===== config.mk =====
export PLATFORM = sky130hd
export DESIGN_NAME = alu_req_arbiter_flat
export DESIGN_NICKNAME = d
export VERILOG_FILES = /design/src/rtl/alu_req_arbiter_if.sv /design/src/rtl/alu_req_arbiter.sv /design/src/flat_wrapper.sv
export SDC_FILE = /design/constraint.sdc
export NUM_CORES = 1
export LEC_CHECK = 0
export BUFFER_PORTS_ARGS = -buffer_cell sky130_fd_sc_hd__buf_2
export CAP_MARGIN = 5
export CORE_ASPECT_RATIO = 0.6
export CORE_UTILIZATION = 41
export CTS_BUF_LIST = sky130_fd_sc_hd__clkbuf_8
export CTS_CLUSTER_DIAMETER = 40
export DETAILED_ROUTE_END_ITERATION = 12
export GPL_ROUTABILITY_DRIVEN = 0
export PLACE_DENSITY_LB_ADDON = 0.08
export SLEW_MARGIN = 10
export SYNTH_ARGS = -nofsm -noshare
export SYNTH_HDL_FRONTEND = slang
export SYNTH_SLANG_ARGS = --single-unit

===== constraint.sdc =====
create_clock -name clk -period 1.85 [get_ports clk]
set_input_delay 0.2775 -clock clk [delete_from_list [all_inputs] [get_ports clk]]
set_output_delay 0.2775 -clock clk [all_outputs]
set_load 0.005 [all_outputs]

===== src/rtl/alu_req_arbiter_if.sv =====
// -----------------------------------------------------------------------------
// alu_req_arbiter_if
//   Bundles every non-clock signal of the shared-ALU arbiter:
//     req0_* / req1_*   valid/ready request channels (op, operands a/b)
//     alu_a/b/s, alu_out  registered operands + select to the ALU, ALU result
//     rsp_*              valid/ready tagged response channel
//     busy               arbiter has an op in flight or a response pending
//   Modports:
//     slave  - the arbiter itself
//     master - the surroundings (requesters, ALU, response consumer)
// -----------------------------------------------------------------------------
interface alu_req_arbiter_if #(
  parameter int unsigned WIDTH = 40
);
  logic             req0_valid;
  logic             req0_ready;
  logic [4:0]       req0_op;
  logic [WIDTH-1:0] req0_a;
  logic [WIDTH-1:0] req0_b;

  logic             req1_valid;
  logic             req1_ready;
  logic [4:0]       req1_op;
  logic [WIDTH-1:0] req1_a;
  logic [WIDTH-1:0] req1_b;

  logic [WIDTH-1:0] alu_a;
  logic [WIDTH-1:0] alu_b;
  logic [4:0]       alu_s;
  logic [WIDTH-1:0] alu_out;

  logic             rsp_valid;
  logic             rsp_ready;
  logic [WIDTH-1:0] rsp_data;
  logic             rsp_id;
  logic             rsp_err;

  logic             busy;

  modport slave (
    input  req0_valid, req0_op, req0_a, req0_b,
    input  req1_valid, req1_op, req1_a, req1_b,
    input  alu_out, rsp_ready,
    output req0_ready, req1_ready,
    output alu_a, alu_b, alu_s,
    output rsp_valid, rsp_data, rsp_id, rsp_err, busy
  );

  modport master (
    output req0_valid, req0_op, req0_a, req0_b,
    output req1_valid, req1_op, req1_a, req1_b,
    output alu_out, rsp_ready,
    input  req0_ready, req1_ready,
    input  alu_a, alu_b, alu_s,
    input  rsp_valid, rsp_data, rsp_id, rsp_err, busy
  );
endinterface


===== src/rtl/alu_req_arbiter.sv =====
// -----------------------------------------------------------------------------
// alu_req_arbiter
//   Shares one registered WIDTH-bit ALU between two requesters. One op is in
//   flight at a time: IDLE -> EXEC -> RESP -> IDLE, or IDLE -> RESP directly
//   for rejected ops (illegal opcode, divide by zero), which never reach the
//   ALU. Results come back tagged with the requester id on a valid/ready
//   response channel.
//   Ports:
//     clk    rising-edge clock
//     rst_n  asynchronous active-low reset (drops any in-flight op)
//     bus    alu_req_arbiter_if.slave (requests, ALU side, response, busy)
//   Configuration macro:
//     ALU_ARB_FIXED_PRI_EN  defined: requester 0 always wins contention.
//                           undefined: round-robin, requester 0 wins first.
// -----------------------------------------------------------------------------
module alu_req_arbiter #(
  parameter int unsigned WIDTH    = 40,
  parameter int unsigned ALU_LAT  = 1,
  parameter logic [4:0]  NOP_CODE = 5'b00000
) (
  input  logic             clk,
  input  logic             rst_n,
  alu_req_arbiter_if.slave bus
);

  localparam logic [4:0] OP_ADD = 5'b00101;
  localparam logic [4:0] OP_SUB = 5'b00110;
  localparam logic [4:0] OP_MUL = 5'b01000;
  localparam logic [4:0] OP_DIV = 5'b01011;

  localparam int unsigned CNT_W = (ALU_LAT > 1) ? $clog2(ALU_LAT + 1) : 1;

  typedef enum logic [1:0] {
    S_IDLE,
    S_EXEC,
    S_RESP
  } state_e;

  state_e           state_q,    state_d;
  logic [CNT_W-1:0] cnt_q,      cnt_d;
  logic [WIDTH-1:0] alu_a_q,    alu_a_d;
  logic [WIDTH-1:0] alu_b_q,    alu_b_d;
  logic [4:0]       alu_s_q,    alu_s_d;
  logic             rsp_valid_q, rsp_valid_d;
  logic [WIDTH-1:0] rsp_data_q, rsp_data_d;
  logic             rsp_id_q,   rsp_id_d;
  logic             rsp_err_q,  rsp_err_d;
  logic             busy_q,     busy_d;
`ifndef ALU_ARB_FIXED_PRI_EN
  logic             rr_q,       rr_d;   // id of the last requester granted
`endif

  logic             grant_id;
  logic             accept;
  logic [4:0]       sel_op;
  logic [WIDTH-1:0] sel_a;
  logic [WIDTH-1:0] sel_b;
  logic             op_legal;

  // ---------------------------------------------------------------------------
  // Grant selection. With a single valid requester it always wins; under
  // contention the fixed-priority build favours requester 0, the round-robin
  // build favours whoever was not granted last.
  // ---------------------------------------------------------------------------
`ifdef ALU_ARB_FIXED_PRI_EN
  assign grant_id = !bus.req0_valid;
`else
  assign grant_id = (bus.req0_valid && bus.req1_valid) ? !rr_q : bus.req1_valid;
`endif

  assign accept         = (state_q == S_IDLE) && (bus.req0_valid || bus.req1_valid);
  assign bus.req0_ready = accept && !grant_id;
  assign bus.req1_ready = accept &&  grant_id;

  assign sel_op = grant_id ? bus.req1_op : bus.req0_op;
  assign sel_a  = grant_id ? bus.req1_a  : bus.req0_a;
  assign sel_b  = grant_id ? bus.req1_b  : bus.req0_b;

  assign op_legal = (sel_op == OP_ADD) || (sel_op == OP_SUB) ||
                    (sel_op == OP_MUL) || (sel_op == OP_DIV);

  always_comb begin
    // NOTE: every variable gets its hold value first so no path leaves it
    // unassigned; otherwise synthesis infers a latch.
    state_d    = state_q;
    cnt_d      = cnt_q;
    alu_a_d    = alu_a_q;
    alu_b_d    = alu_b_q;
    alu_s_d    = alu_s_q;
    rsp_data_d = rsp_data_q;
    rsp_id_d   = rsp_id_q;
    rsp_err_d  = rsp_err_q;
`ifndef ALU_ARB_FIXED_PRI_EN
    rr_d       = rr_q;
`endif

    unique case (state_q)
      S_IDLE: begin
        if (accept) begin
          rsp_id_d = grant_id;
`ifndef ALU_ARB_FIXED_PRI_EN
          rr_d     = grant_id;
`endif
          if (!op_legal) begin
            rsp_err_d  = 1'b1;
            rsp_data_d = '0;
            state_d    = S_RESP;
          end else if ((sel_op == OP_DIV) && (sel_b == '0)) begin
            rsp_err_d  = 1'b1;
            rsp_data_d = '1;
            state_d    = S_RESP;
          end else begin
            alu_a_d = sel_a;
            alu_b_d = sel_b;
            alu_s_d = sel_op;
            cnt_d   = CNT_W'(ALU_LAT);
            state_d = S_EXEC;
          end
        end
      end

      // Operands and select stay put while counting; on the edge where the
      // count has reached zero the ALU output has settled for ALU_LAT edges.
      S_EXEC: begin
        if (cnt_q == '0) begin
          rsp_data_d = bus.alu_out;
          rsp_err_d  = 1'b0;
          alu_s_d    = NOP_CODE;
          state_d    = S_RESP;
        end else begin
          cnt_d = cnt_q - CNT_W'(1);
        end
      end

      S_RESP: begin
        if (bus.rsp_ready) begin
          state_d = S_IDLE;
        end
      end

      default: state_d = S_IDLE;
    endcase

    rsp_valid_d = (state_d == S_RESP);
    busy_d      = (state_d != S_IDLE);
  end

  // NOTE: sequential state uses non-blocking assignments so every flop samples
  // the pre-edge values, independent of statement order.
  always_ff @(posedge clk or negedge rst_n) begin
    if (!rst_n) begin
      state_q     <= S_IDLE;
      cnt_q       <= '0;
      alu_a_q     <= '0;
      alu_b_q     <= '0;
      alu_s_q     <= NOP_CODE;
      rsp_valid_q <= 1'b0;
      rsp_data_q  <= '0;
      rsp_id_q    <= 1'b0;
      rsp_err_q   <= 1'b0;
      busy_q      <= 1'b0;
`ifndef ALU_ARB_FIXED_PRI_EN
      rr_q        <= 1'b1;
`endif
    end else begin
      state_q     <= state_d;
      cnt_q       <= cnt_d;
      alu_a_q     <= alu_a_d;
      alu_b_q     <= alu_b_d;
      alu_s_q     <= alu_s_d;
      rsp_valid_q <= rsp_valid_d;
      rsp_data_q  <= rsp_data_d;
      rsp_id_q    <= rsp_id_d;
      rsp_err_q   <= rsp_err_d;
      busy_q      <= busy_d;
`ifndef ALU_ARB_FIXED_PRI_EN
      rr_q        <= rr_d;
`endif
    end
  end

  assign bus.alu_a     = alu_a_q;
  assign bus.alu_b     = alu_b_q;
  assign bus.alu_s     = alu_s_q;
  assign bus.rsp_valid = rsp_valid_q;
  assign bus.rsp_data  = rsp_data_q;
  assign bus.rsp_id    = rsp_id_q;
  assign bus.rsp_err   = rsp_err_q;
  assign bus.busy      = busy_q;

endmodule

===== src/flat_wrapper.sv =====
// flat-port wrapper written by rule: the top's interface ports become plain ports
module alu_req_arbiter_flat 
#(
  parameter int unsigned WIDTH    = 40,
  parameter int unsigned ALU_LAT  = 1,
  parameter logic [4:0]  NOP_CODE = 5'b00000
)
  (clk, rst_n, bus_req0_valid, bus_req0_op, bus_req0_a, bus_req0_b, bus_req1_valid, bus_req1_op, bus_req1_a, bus_req1_b, bus_alu_out, bus_rsp_ready, bus_req0_ready, bus_req1_ready, bus_alu_a, bus_alu_b, bus_alu_s, bus_rsp_valid, bus_rsp_data, bus_rsp_id, bus_rsp_err, bus_busy);
  alu_req_arbiter_if #(.WIDTH(WIDTH)) bus_i ();
  input  logic clk;
  input  logic rst_n;
  input wire logic [$bits(bus_i.req0_valid)-1:0] bus_req0_valid;
  input wire logic [$bits(bus_i.req0_op)-1:0] bus_req0_op;
  input wire logic [$bits(bus_i.req0_a)-1:0] bus_req0_a;
  input wire logic [$bits(bus_i.req0_b)-1:0] bus_req0_b;
  input wire logic [$bits(bus_i.req1_valid)-1:0] bus_req1_valid;
  input wire logic [$bits(bus_i.req1_op)-1:0] bus_req1_op;
  input wire logic [$bits(bus_i.req1_a)-1:0] bus_req1_a;
  input wire logic [$bits(bus_i.req1_b)-1:0] bus_req1_b;
  input wire logic [$bits(bus_i.alu_out)-1:0] bus_alu_out;
  input wire logic [$bits(bus_i.rsp_ready)-1:0] bus_rsp_ready;
  output wire logic [$bits(bus_i.req0_ready)-1:0] bus_req0_ready;
  output wire logic [$bits(bus_i.req1_ready)-1:0] bus_req1_ready;
  output wire logic [$bits(bus_i.alu_a)-1:0] bus_alu_a;
  output wire logic [$bits(bus_i.alu_b)-1:0] bus_alu_b;
  output wire logic [$bits(bus_i.alu_s)-1:0] bus_alu_s;
  output wire logic [$bits(bus_i.rsp_valid)-1:0] bus_rsp_valid;
  output wire logic [$bits(bus_i.rsp_data)-1:0] bus_rsp_data;
  output wire logic [$bits(bus_i.rsp_id)-1:0] bus_rsp_id;
  output wire logic [$bits(bus_i.rsp_err)-1:0] bus_rsp_err;
  output wire logic [$bits(bus_i.busy)-1:0] bus_busy;
  assign bus_i.req0_valid = bus_req0_valid;
  assign bus_i.req0_op = bus_req0_op;
  assign bus_i.req0_a = bus_req0_a;
  assign bus_i.req0_b = bus_req0_b;
  assign bus_i.req1_valid = bus_req1_valid;
  assign bus_i.req1_op = bus_req1_op;
  assign bus_i.req1_a = bus_req1_a;
  assign bus_i.req1_b = bus_req1_b;
  assign bus_i.alu_out = bus_alu_out;
  assign bus_i.rsp_ready = bus_rsp_ready;
  assign bus_req0_ready = bus_i.req0_ready;
  assign bus_req1_ready = bus_i.req1_ready;
  assign bus_alu_a = bus_i.alu_a;
  assign bus_alu_b = bus_i.alu_b;
  assign bus_alu_s = bus_i.alu_s;
  assign bus_rsp_valid = bus_i.rsp_valid;
  assign bus_rsp_data = bus_i.rsp_data;
  assign bus_rsp_id = bus_i.rsp_id;
  assign bus_rsp_err = bus_i.rsp_err;
  assign bus_busy = bus_i.busy;
  alu_req_arbiter #(.WIDTH(WIDTH), .ALU_LAT(ALU_LAT), .NOP_CODE(NOP_CODE)) u_core (.clk(clk), .rst_n(rst_n), .bus(bus_i));
endmodule

* Yosys cells after proc, flatten, opt, wreduce, memory -nomap -nowiden *
Index checks and enable logic that the tools add are counted.

word-level totals
  register bits after elaboration = 133
  word-level logic and storage cells = 75
  input port bits = 215

cells by class
  equality and inequality tests = 12
  muxes and demuxes = 30
  $add $sub $neg = 1
  reductions and logical operators = 20
  bitwise gates (word level) = 1

operators by type and width
  kind                                                              count
  40-bit 2-to-1 mux                                                 6
  40-bit case mux with 2 select lines                               1
  40-bit zero test                                                  1
  5-bit 2-to-1 mux                                                  5
  4-bit AND reduction                                               3
  5-bit by 3-bit == test with 1-bit output (second input constant)  2
  5-bit by 4-bit == test with 1-bit output (second input constant)  2
  2-bit 2-to-1 mux                                                  5
  5-bit case mux with 2 select lines                                1
  1-bit 2-to-1 mux                                                  9
  2-bit case mux with 3 select lines                                1
  1-bit logical AND                                                 5
  5-bit AND reduction                                               1
  2-bit == test (second input constant)                             2
  1-bit logical OR                                                  4
  2-bit by 1-bit != test with 1-bit output (second input constant)  2
  2-bit != test (second input constant)                             2
  1-bit case mux with 2 select lines                                2
  2-bit nonzero test                                                2
  3-bit != test (second input constant)                             1
  2-bit by 1-bit == test with 1-bit output (second input constant)  1
  1-bit zero test                                                   2
  2-bit zero test                                                   1
  2-bit AND reduction                                               1
  2 further kinds                                                   2

* Longest topological paths before layout *
  depth in word-level cells = 11
  depth in mapped cells = 9
  mapped depth without buffers = 6

* Worst setup path after synthesis *
Ideal clock, no wire load.

  path type = reg2reg
  start = register u_core.rr_q
  end = register u_core.rsp_data_q[24], in the netlist u_core.bus.rsp_data[24]
  data required time = 1.772 ns
  arrival = 1.930 ns
  cell stages (with the launch flop) = 8
  setup time = 0.078 ns
  path slack = -0.158 ns
  cells stage by stage = dfstp_2 -> a21boi_2 -> mux2_2 -> nor4b_1 -> a21o_1 -> clkbuf_1 -> buf_4 -> o2bb2ai_1

on the way
  longest elaborated chain between the ends = 10
  elaborated cells on any way between the ends = 18
  those cells by class = eq/ne: 5; mux: 6; reduce/logical: 7

ends and longest elaborated chain
  item                                      line                    text
  start: declaration                        alu_req_arbiter.sv:50   logic rr_q, rr_d;
  start signal: assignment                  alu_req_arbiter.sv:177  rr_q <= rr_d;
  1-bit zero test (*)                       alu_req_arbiter.sv:68   assign grant_id = (bus.req0_valid && bus.req1_valid) ? !rr_q : bus.req1_valid;
  1-bit 2-to-1 mux (*)                      alu_req_arbiter.sv:68
  5-bit 2-to-1 mux                          alu_req_arbiter.sv:75   assign sel_op = grant_id ? bus.req1_op : bus.req0_op;
  5-bit by 3-bit == test with 1-bit output  alu_req_arbiter.sv:79   assign op_legal = (sel_op == OP_ADD) || (sel_op == OP_SUB) ||
  1-bit logical OR (2 in series)            alu_req_arbiter.sv:79
  1-bit logical OR                          alu_req_arbiter.sv:80   (sel_op == OP_MUL) || (sel_op == OP_DIV);
  40-bit 2-to-1 mux                         alu_req_arbiter.sv:104  if (!op_legal) begin
  40-bit 2-to-1 mux                         alu_req_arbiter.sv:99   if (accept) begin
  40-bit case mux with 2 select lines       alu_req_arbiter.sv:97   unique case (state_q)
  end signal: assignment                    alu_req_arbiter.sv:172  rsp_data_q <= rsp_data_d;
  end: declaration                          alu_req_arbiter.sv:45   logic [WIDTH-1:0] rsp_data_q, rsp_data_d;

Every way passes the cells marked *; elsewhere a longest branch is shown, timed or not. The select of a mux whose other input is x is not followed.
A chain may end at the register's enable or synchronous reset.

* Worst setup path in the final report *
  start = register u_core.rr_q
  end = register u_core.alu_b_q[34], in the netlist u_core.bus.alu_b[34]

on the way
  longest elaborated chain between the ends = 8
  elaborated cells on any way between the ends = 15
  those cells by class = eq/ne: 4; mux: 3; bitwise: 1; reduce/logical: 7

ends and longest elaborated chain
  item                                      line                    text
  1-bit zero test (*)                       alu_req_arbiter.sv:68
  1-bit 2-to-1 mux (*)                      alu_req_arbiter.sv:68
  5-bit 2-to-1 mux                          alu_req_arbiter.sv:75
  5-bit by 3-bit == test with 1-bit output  alu_req_arbiter.sv:79
  1-bit logical OR (2 in series)            alu_req_arbiter.sv:79
  1-bit logical OR                          alu_req_arbiter.sv:80
  4-bit AND reduction (no line)             --
  end signal: assignment                    alu_req_arbiter.sv:169  alu_b_q <= alu_b_d;
  end: declaration                          alu_req_arbiter.sv:42   logic [WIDTH-1:0] alu_b_q, alu_b_d;

Every way passes the cells marked *; elsewhere a longest branch is shown, timed or not.

==> flow_metrics.tcl <==
set metrics [dict create \
    reg2reg_slack_ns -0.20 \
    rows 34 \
    instances_no_fill 1194 \
    core_area_sq_um 14500 \
    ys_ff_latch 133 \
    grt_util_all_layers_pct 26.6 \
    ys_async_sr_fraction_pct 100 \
    final-hold-violation-count 0 \
    wire_per_inst_microns 17.6 \
    vias 6070 \
    place_inst 1142 \
    cp_top_family "buffers and inverters" \
    antenna_left 0 \
    switching_power_mw 4.48 \
    ys_top_cells_by_area "dfrtp_1 (54%), mux2i_1 (13%), nor2_1 (7.6%)" \
    netlist_area_sq_um 6130 \
    fmax_ghz 0.487 \
    p_int_mw 8.44 \
    irDropWorstVdd_mv 0.595 \
    postLayoutCoreUtil_pct 65.3 \
    final.min_clock_period_ns 2.05 \
    syn_area_per_cell_sq_um 10.6 \
    status "finished, violations left" \
    fin_area_sq_um 9500 \
    drive_gt1_share_pct 52.5 \
    power.density_nw_per_um2 1360 \
    synth_top_area_share_pct 53.8 \
    grt_max_degree 55 \
    multi_input_comb_area_sq_um 2860 \
    gr-total-overflow 0 \
    dpl.hpwl_microns 15000 \
    power_mw 12.9 \
    rsz0062_at_grt "yes" \
    synth_nets 796 \
    nets 1200 \
    clock_latency_ns 0.44 \
    die-area_sq_um 15500 \
    vias_per_cell 5.08 \
    cpPeakStageDelay_ns 0.56 \
    finalCritPeriodShare_pct 111 \
    cts-root-buf "clkbuf_8" \
    ys.flop_type "dfrtp_1" \
    yosysSeqAreaShare_pct 54.3 \
    ys_warn_count 0 \
    start_util_pct 42.2 \
    cts_made_buffers 17 \
    synth_top_cell_by_area "dfrtp_1" \
    io_buffers 345 \
    swShare_pct 34.7 \
    first_global_vias 6093 \
    ys_types 34 \
    cts_max_level 4 \
    antenna_found_initial 0 \
    fin_skew_ns 0.0114 \
    wl_microns 21000 \
    critPathLaunchType "flip-flop" \
    path_clk_slew_ns 0.08 \
    violations "setup timing" \
    die-width_microns 160 \
    clkPwrFrac_pct 19.3 \
    crit_chain "a21boi_4 -> buf_6 -> nand3_4 -> nor4_4 -> buf_4 -> nor4_4 -> buf_4 -> buf_12 -> nor2_1 -> a21oi_1" \
    p_seq_share_pct 40.0 \
    slew_violations 0 \
    timing.final.ws_setup_ns -0.204 \
    worstMarginPinSlew_ns 0.775 \
    path_class "flip-flop to flip-flop" \
    yosys-top-cells-count "dfrtp_1 (132), nor2_1 (125), mux2i_1 (82), a21oi_1 (80), o2bb2ai_1 (40)" \
    cp_num_buf_inv 4 \
    ioPinCount 346 \
    regArea_sq_um 3330 \
    synth_cells 581 \
    required_ns 2.20 \
    cpMaxStageDelayCell "dfstp_2" \
    dr.pass1.iters 4 \
    drc 0 \
    antennaDiodeCount 0 \
    synth_edf_count 0 \
    drtIter0Drc 378 \
    relSlewSlack_pct 48.3 \
    worst-path-max-fanout 23 \
    synth_most_common_cell "dfrtp_1" \
    critPathArrivalTime_ns 2.40 \
    maxCapViolCount 0 \
    pwr-share-comb_pct 40.7 \
    min_path_type "input port to flip-flop" \
    dpl_cell_area_sq_um 8530 \
    die_y_microns 96.8 \
    cts_tree "yes" \
    grt_pass1_wl_microns 32300 \
    leakage_nw 4.78 \
    syn_to_final_growth_pct 54.9 \
    setup-violations-final 129 \
    clockBufferDepth 2 \
    crit_path_end_kind "flip-flop" \
    fill_cells 1238 \
    clock_sinks 133 \
]
[cells in the final DEF (no fill, tap or decap), types with 6 or more instances in the layout]
cell       instances
buf_2            344
dfrtp_1          132
nor2_1           100
mux2i_1           82
a21oi_1           62
buf_4             58
o2bb2ai_1         34
nor2_2            21
nor4_1            18
a21oi_2           18
clkbuf_8          17
nand2_1           10
buf_12            10
buf_6              7
o2bb2ai_2          6
[what timing repair did]
action                                  CTS  global route
hold endpoints to repair                 51             0
pin swaps                                 5             8
setup buffers                             7             7
resized for setup                        33            36
endpoints found under the setup margin  130           131
gates cloned                              4             5
hold buffers                              1             0
[worst paths after layout]
check / start / end / cells past startpoint
setup / recovery: u_core.rr_q$_DFFE_PN1P_ / u_core.bus.alu_b[34]$_DFFE_PN0P_ / 10
hold / removal: bus_alu_out[21] / u_core.bus.rsp_data[21]$_DFFE_PN0P_ / 3
setup reg to reg: u_core.rr_q$_DFFE_PN1P_ / u_core.bus.alu_b[34]$_DFFE_PN0P_ / 10
hold reg to reg: u_core.bus.rsp_data[34]$_DFFE_PN0P_ / u_core.bus.rsp_data[34]$_DFFE_PN0P_ / 1
max in group asynchronous: rst_n / u_core.bus.alu_a[12]$_DFFE_PN0P_ / 3
min in group asynchronous: rst_n / u_core.bus.alu_a[0]$_DFFE_PN0P_ / 2
[power groups by stage]
| stage | clock (mW) | combinational, mW | sequential [mW] |
|---|---|---|---|
| floorplan | 0 | 2.10 | 5.22 |
| global placement | 0 | 4.52 | 5.05 |
| detailed placement | 0 | 4.64 | 5.10 |
| CTS | 2.55 | 5.02 | 5.12 |
| global route | 2.66 | 5.75 | 5.34 |
| finish | 2.49 | 5.26 | 5.17 |
[logic make-up after synthesis]
logic type             count (synthesis)  synth area share (%)
AND/OR/NAND/NOR                      180                  13.8
flip-flops                           133                  54.3
XOR/XNOR                               2                 0.286
multiplexers                          87                  14.3
AO/OA/AOI/OAI                        135                  14.0
buffers and inverters                 44                  3.34
[metrics by stage]
step                TNS (ns)  hold WS [ns]  worst slack, ns
global placement      -63.54         0.270           -0.529
finish                -19.55        0.0823           -0.204
CTS                   -25.05        0.0679           -0.228
global route          -30.51        0.0778           -0.289
floorplan              -3.98       -0.0181          -0.0384
detailed placement    -68.91         0.283           -0.589
[flip-flops by register name, indices dropped and copies added (netlist names)]
| signal | cells |
|---|---|
| u_core.bus.busy | 1 |
| u_core.bus.alu_a | 40 |
| u_core.bus.alu_b | 40 |
| u_core.bus.rsp_valid | 1 |
| u_core.bus.rsp_data | 40 |
| u_core.bus.alu_s | 5 |
| u_core.state_q | 2 |
| u_core.cnt_q | 1 |
| u_core.bus.rsp_id | 1 |
| u_core.rr_q | 1 |
| u_core.bus.rsp_err | 1 |
[final cells by class]
type / instances / area share (%)
Inverter: 1 / 0.0395
Sequential cell: 133 / 35.0
Clock inverter: 13 / 1.69
Multi-Input combinational cell: 404 / 30.1
Clock buffer: 17 / 2.46
Timing Repair Buffer: 428 / 28.0
Tap cell: 198 / 2.61
[tightest hold or removal path, cell delays in order]
cell	delay, ns
buf_2	0.07
nor2_1	0.03
o2bb2ai_1	0.10
[metal layers]
layer  global-route usage, %  vias to the layer above  routed length (microns)
met5                       0                        -                        0
met4                    8.57                        0                      346
met3                    6.48                       26                     1430
met2                    44.7                      225                    10300
met1                    33.9                     2935                     8970
li1                        -                     2884                        -
(Power assumes the default switching activity.)
